[config.mk]
export PLATFORM = sky130hd
export DESIGN_NAME = data_mem
export DESIGN_NICKNAME = d
export VERILOG_FILES = /design/src/rtl/cpu_pkg.sv /design/src/rtl/data_mem.sv
export SDC_FILE = /design/constraint.sdc
export NUM_CORES = 1
export LEC_CHECK = 0
export ABC_CLOCK_PERIOD_IN_PS = 1800
export CELL_PAD_IN_SITES_DETAIL_PLACEMENT = 2
export CELL_PAD_IN_SITES_GLOBAL_PLACEMENT = 2
export CORE_ASPECT_RATIO = 2
export CORE_MARGIN = 1.5
export CORE_UTILIZATION = 41
export DETAILED_ROUTE_END_ITERATION = 16
export GPL_ROUTABILITY_DRIVEN = 0
export PLACE_DENSITY = 0.73
export SYNTH_ARGS = -nofsm -noshare
export SYNTH_HDL_FRONTEND = slang
export SYNTH_SLANG_ARGS = --single-unit
[constraint.sdc]
create_clock -name clk -period 1.8 [get_ports clk]
set_input_delay 0.18 -clock clk [delete_from_list [all_inputs] [get_ports clk]]
set_output_delay 0.18 -clock clk [all_outputs]
set_load 0.05 [all_outputs]
[src/rtl/cpu_pkg.sv]
// Shared SimpleCPU datapath types and widths.
// Memory address and word widths are defined here so all stages agree.
package cpu_pkg;

   localparam int MEM_ADDR_W = 5;
   localparam int WORD_W     = 32;

   typedef logic [WORD_W-1:0]     word_t;
   typedef logic [MEM_ADDR_W-1:0] mem_addr_t;

endpackage : cpu_pkg

[src/rtl/data_mem.sv]
// Single-port word-addressed data memory for load/store instructions.
// Combinational read, synchronous write; reset clears every word in one edge.
module data_mem
   import cpu_pkg::*;
#(
   parameter int                ADDR_W   = MEM_ADDR_W,
   parameter int                DATA_W   = WORD_W,
   parameter logic [DATA_W-1:0] INIT_VAL = '0
) (
   input  logic              clk,
   input  logic              rst,
   input  logic [ADDR_W-1:0] A,
   input  logic [DATA_W-1:0] WD,
   input  logic              WE,
   output logic [DATA_W-1:0] RD
);

   localparam int DEPTH = 2 ** ADDR_W;

   logic [DATA_W-1:0] mem_reg [DEPTH];

   // Reset has priority over a write in the same cycle, so a store issued
   // alongside reset is dropped rather than landing in freshly cleared memory.
   always_ff @(posedge clk) begin
      if (rst) begin
         for (int i = 0; i < DEPTH; i++) begin
            mem_reg[i] <= INIT_VAL;
         end
      end else if (WE) begin
         mem_reg[A] <= WD;
      end
   end

   // Read is taken straight from the array, so a word written on an edge is
   // visible on RD immediately after that edge.
   assign RD = mem_reg[A];

endmodule : data_mem

==> flow_metrics.tcl, run 1 <==
set metrics [dict create \
    outcome "complete, but fails checks" \
    violations "negative setup slack" \
    grt_max_degree 36 \
    cp_slowest_cell "nor4_4" \
    die_y_um 480 \
    slew_headroom_pct 58.7 \
    power_density_nw_per_um2 964 \
    hold_class "primary input to register" \
    drc 0 \
    die_width_um 241 \
    syn2layout_area_growth_pct 24.4 \
    p_int_w 0.0418 \
    clock_path_buffers 3 \
    core_sq_um 113000 \
    cpPeakStageDelay_ns 0.53 \
    port_buffers 71 \
    wl_per_cell_um 34.9 \
    synthAdderAreaFrac_pct 0 \
    htreeDepth 3 \
    end_kind "primary output" \
    root_buffer "clkbuf_16" \
    grt_usage_pct 31.4 \
    synthDistinctLibCells 32 \
    cp-start-kind "register" \
    tightest_slew_ns 0.620 \
    fmaxAchievable_mhz 376 \
    antenna_found_initial 3 \
    nNetsFinal 3618 \
    path_buf_inv 2 \
    yosysTopAreaCell "edfxtp_1" \
    yosys_warnings 0 \
    muxShareOfSynthArea_pct 11.0 \
    syn_avg_cell_area_sq_um 14.0 \
    gr-total-overflow 0 \
    syn_nets 3367 \
    leakage_nw 21.5 \
    crit_arrival_ns 2.48 \
    synth_top_family_by_area "simple AND/OR/NAND/NOR gates" \
    crit_family "simple AND/OR/NAND/NOR gates" \
    power.clock.fraction_pct 38.8 \
    ys_top_cells_by_area "edfxtp_1 (66%), and2_1 (14%), mux2i_1 (11%)" \
    clock-sinks 1024 \
    io-pin-count 72 \
    synth_compound_area_share_pct 3.64 \
    p_sw_share_pct 25.1 \
    start_util_pct 41.4 \
    path_cells "mux2i_2, o22ai_1, nor4_4, buf_12, nand2_4, buf_8" \
    dp_hpwl_um 113000 \
    synthArstFlopShare_pct 0 \
    ys_seq_area_share_pct 66.0 \
    drv_slew 0 \
    multi_input_area_sq_um 16200 \
    power_frac_comb_pct 11.0 \
    finalCriticalPeriod_ns 2.66 \
    drive_above_1_share_pct 25.4 \
    drv_cap 0 \
    postRouteAntennaNets 0 \
    rows 174 \
    ctsHoldBuffers 0 \
    synth_edf_count 1024 \
    path_max_fanout 1 \
    p_switching_w 0.0140 \
    vias 30200 \
    rsz0062_at_grt "true" \
    largest_reg_flops 1024 \
    crit_type "register to primary output" \
    fin_setup_tns_ns -20.76 \
    syn_area_sq_um 46600 \
    synthXorXnorAreaFrac_pct 0 \
    fin_crit_sh_pct 148 \
    grt_pass1_vias 34600 \
    seq_area_sq_um 30700 \
    grt_pass1_wl_um 256000 \
    ys.flop_type "edfxtp_1" \
    cts_tree "yes" \
    power_frac_seq_pct 50.2 \
    viasPerCell 5.86 \
    critPathRequiredTime_ns 1.62 \
    design_area_sq_um 57900 \
    numCtsBuffers 96 \
    ys_ff_latch 1024 \
    postSynthCellCount 3327 \
    dpl_cell_area_sq_um 52400 \
    clkTransAtPathRegs_ns 0.07 \
    ir_drop_mv 0.794 \
    die_area_sq_um 116000 \
    setup_violations 32 \
    wl_um 180000 \
    setup_ws_ns -0.862 \
    drtPass1Iterations 5 \
    synth_common_cells "and2_1 (1024), edfxtp_1 (1024), mux2i_1 (512)" \
    synth_top_cell_area_share_pct 66.0 \
    nFillCells 10200 \
    hold_viol_final 0 \
    drtIter0Drc 2163 \
    synthSimpleGateAreaFrac_pct 16.2 \
]
==> layout make-up <==
| class | instances | area share [%] |
|---|---|---|
| clock buffers | 115 | 4.38 |
| flip-flops and latches | 1024 | 53.1 |
| multi-input cells | 1982 | 28.0 |
| clock inverters | 58 | 1.08 |
| well taps | 1496 | 3.23 |
| repair buffers | 474 | 10.2 |
| diodes | 2 | 0.00864 |
==> path summary, 6_finish.rpt <==
check | start | end | slack (ns) | cells after the start
max | mem_reg[7][30] | RD[30] | -0.86 | 6
min | WD[13] | mem_reg[20][13] | 0.40 | 3
==> power by group through the flow <==
stage / clock, W / combinational (W) / sequential, W
detailed placement: 0 / 0.00527 / 0.0284
finish: 0.0216 / 0.00616 / 0.0280
floorplan: 0 / 0.00262 / 0.0282
global placement: 0 / 0.00511 / 0.0283
CTS: 0.0217 / 0.00594 / 0.0280
global route: 0.0226 / 0.00632 / 0.0281
==> repair_timing <==
| action | CTS | global route |
|---|---|---|
| resized for setup | 302 | 85 |
| cloned | 9 | 0 |
| pin swaps | 85 | 44 |
| setup endpoints to repair | 1540 | 64 |
| buffers inserted | 25 | 1 |
==> cell families (layout without fill, tap and decap cells) <==
family	Yosys count	count (layout)
AND/OR/NAND/NOR	1214	1214
flip-flops	1024	1024
multiplexers	512	512
buffers and inverters	321	647
AO/OA/AOI/OAI	256	256
other	0	2
==> through the flow <==
stage                     setup WS [ns]  instances  power [W]  util, %  hold WS, ns
after floorplan                 0.00623       3327     0.0308        -        0.378
after global placement            -1.85       4947     0.0334     46.5        0.995
after detailed placement          -1.39       4947     0.0337     46.5         1.01
after CTS                        -0.842       5149     0.0556     51.0        0.372
after global routing             -0.888       5150     0.0570     51.5        0.404
final                            -0.862       5151     0.0558     51.5        0.401
==> layer usage <==
layer  wire length (um)  GRT usage [%]  vias up  part of all wire, %
met5                  0              0        -                    0
met4              10100           17.5        0                  5.6
met3               7100           3.77      485                  4.0
met2             101000           59.8     1054                   56
met1              61700           32.8    16100                   34
li1                   -              -    12600                    -
==> cell usage in the layout (no fill, tap or decap), types with 15 or more instances in the layout <==
cell / count
nor4_2: 31
clkinv_2: 20
nor4_4: 20
clkbuf_1: 16
or2_2: 19
mux2i_2: 77
nor2_2: 24
mux2i_1: 420
clkdlybuf4s50_1: 34
o22ai_2: 82
mux2i_4: 15
nand2_4: 16
buf_4: 239
nand2_2: 17
o22ai_1: 164
buf_12: 138
edfxtp_1: 1024
clkinv_1: 16
and2_1: 1024
clkbuf_16: 99
buf_6: 26
buf_8: 21
(Power assumes the default switching activity.)
==> inputs of run 2 (changes only) <==
Settings changed: CORE_MARGIN 1.5 to 2, HOLD_SLACK_MARGIN set to 0.15.
==> flow_metrics.tcl, run 2 (same netlist as run 1, synthesis figures left out) <==
set metrics [dict create \
    clkTransAtPathRegs_ns 0.07 \
    gr-total-overflow 0 \
    drv_cap 0 \
    leakage_nw 21.6 \
    vias 30600 \
    hold_class "primary input to register" \
    fin_crit_sh_pct 144 \
    die_y_um 481 \
    tightest_slew_ns 0.624 \
    fmaxAchievable_mhz 387 \
    violations "negative setup slack" \
    clock_path_buffers 3 \
    syn2layout_area_growth_pct 24.7 \
    numCtsBuffers 93 \
    crit_arrival_ns 2.40 \
    end_kind "primary output" \
    viasPerCell 5.92 \
    dp_slack_ns -1.35 \
    start_util_pct 41.4 \
    grt_max_degree 44 \
    path_max_fanout 1 \
    dp.cells 4964 \
    die_area_sq_um 116000 \
    stdcell_count 5174 \
    largest_reg_flops 1024 \
    wl_um 183000 \
    setup_violations 32 \
    drv_slew 0 \
    power_density_nw_per_um2 956 \
    grt_usage_pct 30.3 \
    whs_ns 0.413 \
    mostFrequentLayoutCells "and2_1 (1024), edfxtp_1 (1024), mux2i_1 (419), buf_4 (270), o22ai_1 (170)" \
    cp-start-kind "register" \
    rows 174 \
    nNetsFinal 3640 \
    antenna_found_initial 3 \
    root_buffer "clkbuf_16" \
    drive_above_1_share_pct 25.7 \
    crit_type "register to primary output" \
    hold_viol_final 0 \
    outcome "complete, but fails checks" \
    io-pin-count 72 \
    drc 0 \
    drtIter0Drc 2456 \
    rsz0062_at_grt "true" \
    worstHoldStart "WD[27]" \
    postLayoutCoreUtil_pct 51.6 \
    die_width_um 242 \
    startpoint "mem_reg[0][30]" \
    grt_pass1_vias 34000 \
    slew_headroom_pct 58.4 \
    dp_hpwl_um 110000 \
    htreeDepth 3 \
    wl_per_cell_um 35.3 \
    postRouteAntennaNets 0 \
    port_buffers 71 \
    grt_pass1_wl_um 251000 \
    setup_ws_ns -0.784 \
    core_sq_um 113000 \
    cts_tree "yes" \
    ir_drop_mv 0.776 \
    critPathRequiredTime_ns 1.62 \
    clock-sinks 1024 \
    finalCriticalPeriod_ns 2.58 \
    drtPass1Iterations 5 \
    ctsHoldBuffers 0 \
]
run 2: final cells by class:
type / instances / area [sq um]
Fill cell: 10200 / 54500
Sequential cell: 1024 / 30700
Multi-Input combinational cell: 1982 / 16300
Timing Repair Buffer: 499 / 6030
Clock buffer: 112 / 2480
Tap cell: 1496 / 1870
Clock inverter: 58 / 579
Antenna cell: 3 / 7.51
run 2: final timing paths:
path	to	slack, ns	cells past startpoint
worst min-delay path	mem_reg[6][27]	0.41	3
worst max-delay path	RD[30]	-0.78	5
run 2: where the power goes:
group | switching, W | internal (W) | total (W)
Sequential | 0.000569 | 0.0275 | 0.0280
Combinational | 0.00381 | 0.00247 | 0.00627
Clock | 0.00962 | 0.0116 | 0.0212
Total | 0.0140 | 0.0415 | 0.0555
run 2: repair_timing:
| action | 4_1_cts | 5_1_grt |
|---|---|---|
| setup buffers | 24 | 11 |
| resized for setup | 323 | 104 |
| cloned | 7 | 3 |
| pin swaps | 95 | 47 |
| endpoints found under the setup margin | 32 | 32 |
run 2: critical path, cell delays in order (launching register included):
cell and delay [ns]:
edfxtp_1 0.44, mux2i_1 0.26, o22ai_2 0.16, nor4_4 0.51, nand2_2 0.12, buf_6 0.18
run 2: routing by layer:
layer / part of all wire, % / up-vias / global-route usage, %
li1: - / 12600 / -
met1: 35 / 16200 / 32.1
met5: 0 / - / 0
met3: 4.7 / 526 / 3.88
met2: 54 / 1249 / 57.3
met4: 6.1 / 0 / 17.6
run 2: stage by stage:
stage                     total power (W)  cell area [sq um]  setup TNS, ns
after floorplan                    0.0308              46700              0
after global placement             0.0333              52300       -1006.58
after detailed placement           0.0337              52300       -1117.31
after CTS                          0.0551              57300         -19.33
after global routing               0.0566              58100         -21.09
final                              0.0555              58100         -19.80
==> inputs of run 3 (changes only) <==
Settings changed: CORE_UTILIZATION 41 to 40, PLACE_DENSITY 0.73 to 0.72.
==> flow_metrics.tcl, run 3 (same netlist as run 1, synthesis figures left out) <==
set metrics [dict create \
    outcome "complete, but fails checks" \
    violations "negative setup slack" \
    startpoint "mem_reg[18][30]" \
    antenna_found_initial 4 \
    postRouteAntennaNets 0 \
    cp_slowest_cell "nor4_4" \
    worstHoldStart "WD[15]" \
    core_sq_um 116000 \
    dp_hpwl_um 112000 \
    design_area_sq_um 57900 \
    hold_viol_final 0 \
    drive_above_1_share_pct 25.6 \
    path_buf_inv 2 \
    end_kind "primary output" \
    root_buffer "clkbuf_16" \
    tightest_slew_ns 0.564 \
    crit_family "simple AND/OR/NAND/NOR gates" \
    power_density_nw_per_um2 942 \
    drtIter0Drc 2062 \
    rsz0062_at_grt "true" \
    drv_cap 0 \
    syn2layout_area_growth_pct 24.3 \
    wl_per_cell_um 32.6 \
    grt_pass1_wl_um 240000 \
    drtPass1Iterations 5 \
    die_width_um 245 \
    hold_class "primary input to register" \
    leakage_nw 21.5 \
    finalCriticalPeriod_ns 2.67 \
    start_util_pct 40.2 \
    cpPeakStageDelay_ns 0.47 \
    htreeDepth 3 \
    drv_slew 0 \
    whs_ns 0.407 \
    wl_um 170000 \
    nFillCells 10600 \
    clock_path_buffers 3 \
    fin_crit_sh_pct 148 \
    grt_usage_pct 28.2 \
    cts_tree "yes" \
    ir_drop_mv 1.06 \
    crit_type "register to primary output" \
    setup_violations 38 \
    gr-total-overflow 0 \
    vias 29600 \
    viasPerCell 5.69 \
    port_buffers 71 \
    largest_reg_flops 1024 \
    mostFrequentLayoutCells "and2_1 (1024), edfxtp_1 (1024), mux2i_1 (433), buf_4 (283), o22ai_1 (154)" \
    path_max_fanout 1 \
    slew_headroom_pct 62.0 \
    nNetsFinal 3647 \
    postLayoutCoreUtil_pct 50.0 \
    io-pin-count 72 \
    numCtsBuffers 95 \
    setup_ws_ns -0.872 \
    fmaxAchievable_mhz 374 \
    path_cells "mux2i_2, o22ai_2, nor4_4, buf_4, nand2_4, buf_8" \
    clkTransAtPathRegs_ns 0.07 \
    crit_arrival_ns 2.49 \
    ctsHoldBuffers 0 \
    cp-start-kind "register" \
    dp_slack_ns -1.40 \
    clock-sinks 1024 \
    die_y_um 487 \
    rows 177 \
    dpl_cell_area_sq_um 52700 \
    die_area_sq_um 119000 \
    grt_max_degree 33 \
    critPathRequiredTime_ns 1.62 \
    drc 0 \
    grt_pass1_vias 32600 \
]
run 3: cell type report:
class	count	area (sq um)	area share [%]
repair buffers	504	5830	10.1
clock buffers	117	2480	4.29
flip-flops and latches	1024	30700	53.1
multi-input cells	1982	16300	28.3
well taps	1521	1900	3.29
diodes	1	2.50	0.00432
clock inverters	60	544	0.941
run 3: report_power, final:
group	internal (W)	leakage, nW	switching (W)	total [W]
Combinational	0.00234	10.3	0.00373	0.00607
Sequential	0.0275	9.74	0.000483	0.0280
Clock	0.0110	1.46	0.00951	0.0205
Total	0.0408	21.5	0.0137	0.0545
run 3: path summary, 6_finish.rpt:
path	to	cells past startpoint
worst max-delay path	RD[30]	6
worst min-delay path	mem_reg[26][15]	3
run 3: through the flow:
stage	cells	total power [W]	setup TNS, ns
floorplan	3327	0.0308	0
global placement	5030	0.0335	-1241.26
detailed placement	5030	0.0337	-1439.30
CTS	5203	0.0547	-20.31
global route	5208	0.0559	-21.48
finish	5209	0.0545	-19.79
run 3: what timing repair did:
action	in CTS	in global routing
pin swaps	80	47
gates cloned	1	1
resized for setup	298	81
setup buffers	3	9
setup endpoints to repair	762	57
run 3: per-layer routing:
metal	up-vias	track usage, %	wire, um
met5	-	0	0
met4	0	9.69	5990
met3	281	3.02	7120
met2	858	51.6	90900
met1	15900	34.1	65900
li1	12600	-	-
run 3: tightest hold or removal path, cell delays in order:
cell	delay, ns
clkdlybuf4s50_1	0.44
buf_12	0.18
and2_1	0.15
